==> src/rtl/mem_arbiter.sv <==
// Two-port memory arbiter: a CPU and a debug unit share one single-cycle memory port.
// Each access takes one ACC cycle, followed by an IDLE cycle that carries the ack.
// Debug may lock priority for a bounded burst while the CPU waits.
module mem_arbiter #(
  parameter int unsigned MAX_BURST = 4
) (
  input  logic        clk,
  input  logic        n_reset,
  input  logic        cpu_req,
  input  logic        cpu_rw,
  input  logic [15:0] cpu_adr,
  input  logic [7:0]  cpu_wdata,
  output logic        cpu_ack,
  output logic [7:0]  cpu_rdata,
  input  logic        dbg_req,
  input  logic        dbg_rw,
  input  logic [15:0] dbg_adr,
  input  logic [7:0]  dbg_wdata,
  input  logic        dbg_lock,
  output logic        dbg_ack,
  output logic [7:0]  dbg_rdata,
  output logic [15:0] mem_adr,
  output logic [7:0]  mem_wdata,
  input  logic [7:0]  mem_rdata,
  output logic        mem_en,
  output logic        mem_we,
  output logic        busy
);

  localparam int unsigned CntW = $clog2(MAX_BURST) + 1;
  localparam logic [CntW-1:0] MaxCnt = CntW'(MAX_BURST);

  typedef enum logic [1:0] {StIdle, StAccCpu, StAccDbg} state_e;

  state_e          state_q, state_d;
  logic            last_dbg_q, last_dbg_d;  // 1: most recent grant went to debug
  logic [CntW-1:0] burst_q, burst_d;
  logic            cpu_ack_q, dbg_ack_q;
  logic [7:0]      cpu_rdata_q, dbg_rdata_q;

  logic cpu_elig, dbg_elig, dbg_locked;
  logic grant_cpu, grant_dbg;

  // A requester still showing req in its own ack cycle is about to drop it; ignore it.
  assign cpu_elig   = cpu_req & ~cpu_ack_q;
  assign dbg_elig   = dbg_req & ~dbg_ack_q;
  assign dbg_locked = dbg_req & dbg_lock & (burst_q < MaxCnt);

  // Arbitration, next state, last-grant and burst-counter update.
  always_comb begin
    state_d    = state_q;
    last_dbg_d = last_dbg_q;
    burst_d    = burst_q;
    grant_cpu  = 1'b0;
    grant_dbg  = 1'b0;
    case (state_q)
      StIdle: begin
        if (dbg_locked) begin
          grant_dbg = 1'b1;
        end else if (cpu_elig && dbg_elig) begin
          grant_cpu = last_dbg_q;
          grant_dbg = ~last_dbg_q;
        end else begin
          grant_cpu = cpu_elig;
          grant_dbg = dbg_elig;
        end

        if (grant_cpu) begin
          state_d    = StAccCpu;
          last_dbg_d = 1'b0;
        end else if (grant_dbg) begin
          state_d    = StAccDbg;
          last_dbg_d = 1'b1;
        end

        // Burst only counts debug grants that actually make the CPU wait.
        if (!cpu_req || grant_cpu) begin
          burst_d = '0;
        end else if (grant_dbg && (burst_q < MaxCnt)) begin
          burst_d = burst_q + CntW'(1);
        end
      end
      StAccCpu, StAccDbg: state_d = StIdle;
      default:            state_d = StIdle;
    endcase
  end

  // State, arbitration history and burst counter.
  always_ff @(posedge clk or negedge n_reset) begin
    if (!n_reset) begin
      state_q    <= StIdle;
      last_dbg_q <= 1'b0;
      burst_q    <= '0;
    end else begin
      state_q    <= state_d;
      last_dbg_q <= last_dbg_d;
      burst_q    <= burst_d;
    end
  end

  // Completion pulses and read-data capture on the ACC -> IDLE edge.
  always_ff @(posedge clk or negedge n_reset) begin
    if (!n_reset) begin
      cpu_ack_q   <= 1'b0;
      dbg_ack_q   <= 1'b0;
      cpu_rdata_q <= '0;
      dbg_rdata_q <= '0;
    end else begin
      cpu_ack_q <= (state_q == StAccCpu);
      dbg_ack_q <= (state_q == StAccDbg);
      if ((state_q == StAccCpu) && cpu_rw) begin
        cpu_rdata_q <= mem_rdata;
      end
      if ((state_q == StAccDbg) && dbg_rw) begin
        dbg_rdata_q <= mem_rdata;
      end
    end
  end

  // Memory port is driven only from the registered state, never from a req line.
  always_comb begin
    mem_en    = 1'b0;
    mem_we    = 1'b0;
    mem_adr   = '0;
    mem_wdata = '0;
    case (state_q)
      StAccCpu: begin
        mem_en    = 1'b1;
        mem_we    = ~cpu_rw;
        mem_adr   = cpu_adr;
        mem_wdata = cpu_wdata;
      end
      StAccDbg: begin
        mem_en    = 1'b1;
        mem_we    = ~dbg_rw;
        mem_adr   = dbg_adr;
        mem_wdata = dbg_wdata;
      end
      default: ;
    endcase
  end

  assign cpu_ack   = cpu_ack_q;
  assign dbg_ack   = dbg_ack_q;
  assign cpu_rdata = cpu_rdata_q;
  assign dbg_rdata = dbg_rdata_q;
  assign busy      = (state_q != StIdle);

endmodule

==> config.mk <==
export PLATFORM = sky130hd
export DESIGN_NAME = mem_arbiter
export DESIGN_NICKNAME = d
export VERILOG_FILES = /design/src/rtl/mem_arbiter.sv
export SDC_FILE = /design/constraint.sdc
export NUM_CORES = 1
export LEC_CHECK = 0
export ABC_AREA = 1
export CAP_MARGIN = 20
export CORE_ASPECT_RATIO = 1.2
export CORE_MARGIN = 3
export CORE_UTILIZATION = 36
export CTS_CLUSTER_DIAMETER = 40
export DETAILED_ROUTE_END_ITERATION = 6
export PLACE_DENSITY = 0.89
export SYNTH_ARGS = -nofsm -noshare
export SYNTH_HDL_FRONTEND = slang
export SYNTH_SLANG_ARGS = --single-unit
==> constraint.sdc <==
create_clock -name clk -period 3.4 [get_ports clk]
set_input_delay 0.34 -clock clk [delete_from_list [all_inputs] [get_ports clk]]
set_output_delay 0.34 -clock clk [all_outputs]
set_load 0.01 [all_outputs]
==> metrics.yaml, run 1 <==
synth:
  ys_seq_area_share_pct: 42.29
  synthCells: 201
  ys_warn_count: 0
  synth.largest_area_cell: "dfrtp_1"
  synthesis.nets: 268
  netlist.area_leader.share_pct: 42.29
  synth.distinct_cells: 17
  syn_area_per_cell_um2: 7.065
  ys_ff_latch: 24
  syn_area_um2: 1420
  synth_area_leaders: "dfrtp_1 (42%), nand2_1 (20%), a21oi_1 (8.8%), o21ai_1 (5.6%), inv_1 (5.0%)"
global_routing:
  grt_antenna_before_repair: 0
  grt_pass1_vias: 1532
  grtUsageMet2_pct: 32.25
  grt_pass1_wl_mm: 6.893
  use_met3_pct: 4.328
  top_usage_layer: "met2"
  grtUsageMet1_pct: 21.68
  gr-usage-all-layers_pct: 17.68
  grt_overflow_total: 0
  grt_max_degree: 28
route:
  drt-total-wl_mm: 4.523
  first_pass_iters: 4
  dr_total_vias: 1603
  route.detailed.vias_per_inst: 4.503
  drtIter0Drc: 63
  wl_per_cell_um: 12.71
  postRouteAntennaNets: 0
  drcViolationCount: 0
worst_setup_path:
  r2r_cells: 6
  crit_chain: "inv_1, ha_1, buf_4, nand2_1, a21oi_1, clkdlybuf4s50_1"
  cp-end-kind: "primary output"
  cp_slowest_stage_delay_ns: 0.57
  crit_slowest_cell: "clkdlybuf4s50_1"
  r2r_end: "cpu_rdata[5]"
  crit_family: "buffers and inverters"
  required_ns: 3.06
  cp_max_fo: 14
  start_kind: "flip-flop"
  arrival_ns: 2.31
  cp.buffers_inverters: 3
  timing.rr.start: "state_q[1]"
  crit_type: "reg2out"
  reg2reg_slack_ns: 1.65
finish:
  nets: 373
  areaGrowthSynthToFinish_pct: 82.56
  diodes: 0
  drive_gt1_share_pct: 6.250
  nFillCells: 324
sta:
  worst_slew_pin_slew_ns: 0.4807
  fmax_mhz: 378.0
  period_needed_ns: 2.645
  hold_viol_final: 0
  rsz0062_at_grt: "no"
  fin_crit_sh_pct: 77.80
  tns_ns: 0
  max-slew-margin-rel_pct: 67.95
  finalMaxSlewViolations: 0
  finClkSkew_ns: 0.002781
  setup_viol: 0
  hold_ws_ns: 0.3123
clock_network:
  ctsResizeCount: 0
  cts-root-buf: "clkbuf_8"
  htree_levels: 1
  cts_setup_buffers: 0
  clock_sink_count: 24
  max-clock-path-buffers: 2
  clk_latency_ns: 0.25
  cts_tree: "yes"
  cts_hold_buf: 0
  cts_buffers: 3
  clkTransAtPathRegs_ns: 0.07
power:
  powerDensity_nw_per_um2: 672.8
  vdd_drop_max_mv: 0.4563
  leakagePower_nw: 1.105
  p_total_mw: 1.744
status:
  outcome: "complete, no violations"
floorplan:
  die-area_um2: 4737
  rows: 24
  dieHeight_um: 74.80
  core_um2: 3724
  start_util_pct: 38.14
  die_width_um: 63.34
  ioPinCount: 108
place:
  place_congestion: 0.7914
  portBuffers: 107
  dp.final_hpwl_mm: 3.599
flow_run:
  max_cap_viol_count: 0
worst_hold_path:
  hp-class: "in2async"
sequential cells by signal, summed over array words and instances (netlist names):
signal      cells
burst_q         3
dbg_rdata       8
last_dbg_q      1
state_q         2
cpu_rdata       8
cpu_ack         1
dbg_ack         1
per-stage QoR:
step           utilization [%]  setup slack (ns)  instance area [um2]  cells
5_1_grt                  69.62            0.6145                 2592    356
6_report                 69.62            0.7548                 2592    356
3_3_place_gp             67.78             1.109                 2524    352
3_5_place_dp             67.78             1.063                 2524    352
4_1_cts                  68.88            0.7730                 2565    355
2_1_floorplan                -             1.809                 1420    201
layout by cell type (no fill, tap or decap):
cell type / synthesis / layout
nor2_1: 8 / 8
buf_16: 0 / 1
nand3_1: 3 / 3
inv_2: 3 / 3
nand2_4: 1 / 1
nand2_1: 76 / 76
nor2_2: 1 / 1
xnor2_1: 1 / 1
a21oi_1: 25 / 25
o22ai_1: 2 / 2
inv_1: 19 / 19
nand3_2: 4 / 4
clkdlybuf4s50_1: 0 / 107
nand2_2: 4 / 4
clkbuf_8: 0 / 3
dfrtp_1: 24 / 24
buf_4: 0 / 2
o21ai_1: 16 / 16
ha_1: 4 / 4
cells in the mapped netlist (all sizes together):
library cell	n
nand3	7
nand2	81
o22ai	2
nor2	9
inv	22
dfrtp	24
xnor2	1
ha	4
o21ai	16
a21oi	25
buf	8
clkbuf	2
cell families (layout without fill, tap and decap cells):
kind of cell,after synthesis,after routing,share of synthesized area [%]
buf+inv,32,135,9.163
fa+ha+maj,4,4,3.524
simple gates,97,97,29.07
xor+xnor,1,1,0.6169
flops,24,24,42.29
compound gates,43,43,15.33
worst register-to-register path: stages, from the launching register on:
cell and delay (ns):
dfrtp_1 0.40, inv_1 0.09, ha_1 0.46, buf_4 0.29
nand2_2 0.21, nand2_1 0.12, o21ai_1 0.07
power by group:
| part | leakage [nW] | switching, mW | internal, mW |
|---|---|---|---|
| sequential | 0.304 | 0.0824 | 0.412 |
| combinational | 0.779 | 0.545 | 0.550 |
| clock | 0.0216 | 0.0767 | 0.0788 |
| total | 1.10 | 0.704 | 1.04 |
layer usage:
metal,part of all wire (%),up-vias
met1,41,729
met4,0.42,0
met5,0,-
li1,-,837
met2,53,35
met3,5.2,2
layout make-up:
cell class / instances / area (um2) / area share [%]
clock buffers: 3 / 41.29 / 1.593
inverters: 22 / 82.58 / 3.185
multi-input cells: 145 / 689.4 / 26.59
flip-flops and latches: 24 / 600.6 / 23.17
well taps: 52 / 65.06 / 2.510
repair buffers: 110 / 1114 / 42.95
worst max path at each step:
| stage | slack (ns) | end | cells after the start | start |
|---|---|---|---|---|
| 4_1_cts | 0.77 | mem_adr[8] | 6 | state_q[1] |
| 6_report | 0.75 | mem_adr[8] | 6 | state_q[1] |
| 3_3_place_gp | 1.11 | mem_adr[4] | 6 | state_q[1] |
| 3_5_place_dp | 1.06 | mem_adr[8] | 6 | state_q[1] |
| 2_1_floorplan | 1.81 | mem_we | 5 | state_q[0] |
| 5_1_grt | 0.61 | mem_adr[2] | 6 | state_q[1] |
(Power assumes the default switching activity.)
==> run 2, diff against run 1 <==
Settings changed: CORE_UTILIZATION 36 to 30, PLACE_DENSITY 0.89 to 0.8.
Clock period 3.4 ns to 2.4 ns, I/O delays scaled along.
==> metrics.yaml, run 2 (synthesized netlist as in run 1, its figures left out) <==
worst_setup_path:
  reg2reg_slack_ns: 1.03  # was 1.65 ns
  required_ns: 2.16  # was 3.06 ns
  r2r_end: "dbg_rdata[1]"  # was cpu_rdata[5]
  r2r_cells: 6  # unchanged
  arrival_ns: 1.98  # was 2.31 ns
  cp-startpoint: "state_q[0]"  # was state_q[1]
  crit_type: "reg2out"  # unchanged
  cp-endpoint: "mem_we"  # was mem_adr[8]
  cp_max_fo: 27  # was 14
  crit_family: "buffers and inverters"  # unchanged
  cp.buffers_inverters: 5  # was 3
  crit_chain: "inv_1, ha_1, buf_12, inv_2, o22ai_1, inv_1, nor2_1, clkdlybuf4s50_1"  # was inv_1, ha_1, buf_4, nand2_1, a21oi_1, clkdlybuf4s50_1
  path_common_cell: "inv_1"
  cp-end-kind: "primary output"  # unchanged
  crit_cells: 8  # was 6
  cp_slowest_stage_delay_ns: 0.54  # was 0.57 ns
  start_kind: "flip-flop"  # unchanged
  crit_slowest_cell: "clkdlybuf4s50_1"  # unchanged
  timing.rr.start: "state_q[0]"  # was state_q[1]
power:
  vdd_drop_max_mv: 0.5878  # was 0.4563 mV
  powerDensity_nw_per_um2: 998.8  # was 672.8 nW/um2
  leakagePower_nw: 1.120  # was 1.105 nW
  p_total_mw: 2.624  # was 1.744 mW
floorplan:
  rows: 26  # was 24
  die-area_um2: 5599  # was 4737 um2
  start_util_pct: 32.10  # was 38.14%
  die_width_um: 68.81  # was 63.34 um
  dieHeight_um: 81.37  # was 74.80 um
  ioPinCount: 108  # unchanged
  core_um2: 4424  # was 3724 um2
sta:
  rsz0062_at_grt: "no"  # unchanged
  period_needed_ns: 2.216
  tns_ns: 0  # unchanged
  fmax_mhz: 451.3
  fin_crit_sh_pct: 92.33
  max-slew-margin-rel_pct: 73.55  # was 67.95%
  worst_slew_pin_slew_ns: 0.3961  # was 0.4807 ns
  finClkSkew_ns: 0.001116  # was 0.002781 ns
  hold_ws_ns: 0.3244  # was 0.3123 ns
  finalMaxSlewViolations: 0  # unchanged
  hold_viol_final: 0  # unchanged
  setup_viol: 0  # unchanged
global_routing:
  grt_overflow_total: 0  # unchanged
  gr-usage-all-layers_pct: 16.06  # was 17.68%
  grt_pass1_wl_mm: 7.031  # was 6.893 mm
  grt_max_degree: 28  # unchanged
  grt_antenna_before_repair: 0  # unchanged
  grt_pass1_vias: 1570  # was 1532
flow_run:
  max_cap_viol_count: 0  # unchanged
place:
  dp.final_hpwl_mm: 3.725  # was 3.599 mm
  portBuffers: 107  # unchanged
  place_area_um2: 2556  # was 2524 um2
  place_congestion: 0.7409  # was 0.7914
route:
  drt-total-wl_mm: 4.680  # was 4.523 mm
  first_pass_iters: 4  # unchanged
  wl_per_cell_um: 12.93  # was 12.71 um
  drtIter0Drc: 49  # was 63
  drcViolationCount: 0  # unchanged
  dr_total_vias: 1639  # was 1603
  postRouteAntennaNets: 0  # unchanged
  route.detailed.vias_per_inst: 4.528  # was 4.503
finish:
  areaGrowthSynthToFinish_pct: 85.02  # was 82.56%
  most-common-layout-cells: "clkdlybuf4s50_1 (107), nand2_1 (76), a21oi_1 (25)"  # unchanged
  fin_area_um2: 2628  # was 2592 um2
  nets: 374  # was 373
  diodes: 0  # unchanged
  drive_gt1_share_pct: 6.863  # was 6.250%
  final_common_cell: "clkdlybuf4s50_1"  # unchanged
  nFillCells: 426  # was 324
clock_network:
  ctsResizeCount: 0  # unchanged
  cts-root-buf: "clkbuf_8"  # unchanged
  cts_setup_buffers: 0  # unchanged
  clk_latency_ns: 0.26  # was 0.25 ns
  max-clock-path-buffers: 2  # unchanged
  cts_tree: "yes"  # unchanged
  htree_levels: 1  # unchanged
  clkTransAtPathRegs_ns: 0.09  # was 0.07 ns
  cts_hold_buf: 0  # unchanged
  clock_sink_count: 24  # unchanged
  cts_buffers: 3  # unchanged
status:
  outcome: "complete, no violations"  # unchanged
worst_hold_path:
  hp-class: "in2async"  # unchanged
==> run 2: per-stage QoR <==
step / std cells / setup slack (ns) / utilization (%)
floorplan: 201 / 0.9087 / -
global placement: 358 / 0.5085 / 57.78
detailed placement: 358 / 0.4568 / 57.78
CTS: 362 / 0.1551 / 59.39
global route: 362 / 0.04353 / 59.39
finish: 362 / 0.1840 / 59.39
==> run 2: worst min path at each step <==
stage	startpoint	end	slack, ns	cells after the start
detailed placement	cpu_rdata[1]	cpu_rdata[1]	0.48	2
finish	n_reset	dbg_rdata[6]	0.32	2
global route	n_reset	burst_q[1]	0.37	2
floorplan	n_reset	burst_q[0]	-0.06	0
global placement	dbg_rdata[7]	dbg_rdata[7]	0.47	2
CTS	n_reset	dbg_rdata[6]	0.33	2
==> run 2: area by class of cell <==
cell class | count | area, um2 | share of cell area [%]
well taps | 56 | 70.07 | 2.667
clock inverters | 1 | 30.03 | 1.143
clock buffers | 3 | 41.29 | 1.571
repair buffers | 111 | 1114 | 42.38
inverters | 22 | 82.58 | 3.143
multi-input cells | 145 | 689.4 | 26.24
flip-flops and latches | 24 | 600.6 | 22.86
==> run 2: metal layers <==
layer  track usage [%]  part of all wire, %  vias to the layer above
li1                  -                    -                      838
met1             17.54                   38                      718
met2             29.23                   49                       75
met3             4.979                   11                        8
met4             4.483                  1.7                        0
met5                 0                    0                        -
==> run 2: worst reg2reg max path: cells and delay by family (launching register included) <==
kind | cells | cell delay, ns
buffers and inverters | 2 | 0.27
adder cells (fa/ha/maj) | 1 | 0.20
AO/OA/AOI/OAI | 1 | 0.07
AND/OR/NAND/NOR | 2 | 0.32
flip-flops | 1 | 0.41
==> run 2: report_power, final <==
| part | internal [mW] | switching, mW |
|---|---|---|
| logic | 0.800 | 0.776 |
| clock network | 0.223 | 0.130 |
| registers | 0.582 | 0.113 |
| total | 1.61 | 1.02 |
==> run 3, diff against run 2 <==
Settings changed: CORE_UTILIZATION 30 to 34, PLACE_DENSITY 0.8 to 0.85.
Clock period 2.4 ns to 2.45 ns, I/O delays scaled along.
==> metrics.yaml, run 3 (synthesized netlist as in run 1, its figures left out) <==
sta:
  worst_slew_pin_slew_ns: 0.4094  # was 0.3961 ns
  max-slew-margin-rel_pct: 72.67  # was 73.55%
  period_needed_ns: 2.303
  finClkSkew_ns: 0.001720  # was 0.001116 ns
  hold_viol_final: 0  # unchanged
  fin_ws_ns: 0.1473  # was 0.1840 ns
  fmax_mhz: 434.3
  tns_ns: 0  # unchanged
  fin_crit_sh_pct: 93.99
  setup_viol: 0  # unchanged
  finalMaxSlewViolations: 0  # unchanged
  hold_ws_ns: 0.3406  # was 0.3244 ns
  rsz0062_at_grt: "no"  # unchanged
place:
  place_area_um2: 2549  # was 2556 um2
  pre_cts_slack_ns: 0.3640  # was 0.4568 ns
  dp.final_hpwl_mm: 3.820  # was 3.725 mm
  portBuffers: 107  # unchanged
  place_congestion: 0.9194  # was 0.7409
finish:
  most-common-layout-cells: "clkdlybuf4s50_1 (107), nand2_1 (76), a21oi_1 (25)"  # unchanged
  multiInputGateArea_um2: 691.9  # was 689.4 um2
  seqCellArea_um2: 600.6  # unchanged
  drive_gt1_share_pct: 7.492  # was 6.863%
  diodes: 0  # unchanged
  fin_area_um2: 2606  # was 2628 um2
  nFillCells: 361  # was 426
  areaGrowthSynthToFinish_pct: 83.52  # was 85.02%
  final_common_cell: "clkdlybuf4s50_1"  # unchanged
  nets: 375  # was 374
global_routing:
  grt_pass1_vias: 1798  # was 1570
  grt_max_degree: 28  # unchanged
  grt_pass1_wl_mm: 8.128  # was 7.031 mm
  grt_antenna_before_repair: 0  # unchanged
  gr-usage-all-layers_pct: 19.88  # was 16.06%
  grt_overflow_total: 0  # unchanged
route:
  postRouteAntennaNets: 0  # unchanged
  wl_per_cell_um: 12.95  # was 12.93 um
  drtIter0Drc: 50  # was 49
  route.detailed.vias_per_inst: 4.560  # was 4.528
  wl_met1_mm: 1.891  # was 1.758 mm
  routed-wl-met3_um: 297  # was 538 um
  first_pass_iters: 4  # unchanged
  drt-total-wl_mm: 4.675  # was 4.680 mm
  wl_met2_mm: 2.295  # was 2.304 mm
  topRoutingLayerUsed: "met4"  # unchanged
  dr_total_vias: 1646  # was 1639
  drcViolationCount: 0  # unchanged
worst_hold_path:
  hp-class: "in2async"  # unchanged
power:
  p_total_mw: 2.481  # was 2.624 mW
  vdd_drop_max_mv: 0.5963  # was 0.5878 mV
  powerDensity_nw_per_um2: 952.0  # was 998.8 nW/um2
  leakagePower_nw: 1.113  # was 1.120 nW
clock_network:
  ctsResizeCount: 0  # unchanged
  cts_tree: "yes"  # unchanged
  clk_latency_ns: 0.26  # about the same
  clock_sink_count: 24  # unchanged
  max-clock-path-buffers: 2  # unchanged
  cts-root-buf: "clkbuf_8"  # unchanged
  cts_buffers: 3  # unchanged
  htree_levels: 1  # unchanged
  clkTransAtPathRegs_ns: 0.08  # was 0.09 ns
  cts_setup_buffers: 0  # unchanged
  cts_hold_buf: 0  # unchanged
floorplan:
  core_um2: 3973  # was 4424 um2
  dieHeight_um: 76.80  # was 81.37 um
  ioPinCount: 108  # unchanged
  die-area_um2: 4991  # was 5599 um2
  die_width_um: 65.00  # was 68.81 um
  rows: 25  # was 26
  start_util_pct: 35.75  # was 32.10%
status:
  outcome: "complete, no violations"  # unchanged
flow_run:
  max_cap_viol_count: 0  # unchanged
worst_setup_path:
  start_kind: "flip-flop"  # unchanged
  cp_max_fo: 27  # unchanged
  crit_type: "reg2out"  # unchanged
  required_ns: 2.20  # was 2.16 ns
  cp-end-kind: "primary output"  # unchanged
  arrival_ns: 2.06  # was 1.98 ns
[run 3: final cells by class]
type                       instances  share of cell area (%)
inverter                          22                   3.169
tap                               54                   2.592
multi-input combinational        145                   26.55
timing repair buffer             112                   42.53
sequential                        24                   23.04
clock buffer                       4                   2.112
[run 3: worst max-delay path, stage by stage (launching register included)]
cell and delay (ns):
dfrtp_1 0.41, inv_1 0.09, ha_1 0.15, buf_4 0.28
inv_2 0.04, o22ai_1 0.15, inv_1 0.05, nor2_1 0.08
clkdlybuf4s50_1 0.55
[run 3: stage by stage]
step                std cells  utilization (%)
floorplan                 201                -
global placement          357            64.16
detailed placement        357            64.16
CTS                       361            65.54
global route              361            65.61
finish                    361            65.61
[run 3: report_power, final]
part	switching, mW	internal (mW)	total, mW
combinational	0.766	0.776	1.54
clock	0.115	0.143	0.258
sequential	0.111	0.571	0.681
total	0.991	1.49	2.48
[run 3: final timing paths]
path | slack, ns | depth (start not counted) | startpoint | endpoint
max in group asynchronous | 1.88 | 2 | n_reset | cpu_ack
min | 0.34 | 2 | n_reset | last_dbg_q
max | 0.15 | 8 | state_q[0] | mem_we
min reg2reg | 0.50 | 2 | dbg_rdata[5] | dbg_rdata[5]
min in group clk | 0.50 | 2 | dbg_rdata[5] | dbg_rdata[5]
max reg2reg | 0.97 | 6 | state_q[0] | dbg_rdata[3]
[run 3: per-layer routing]
layer  global-route usage (%)  vias to the layer above
met5                        0                        -
met4                    7.611                        0
met3                    3.953                       18
met2                    33.67                       59
met1                    24.43                      729
li1                         -                      840
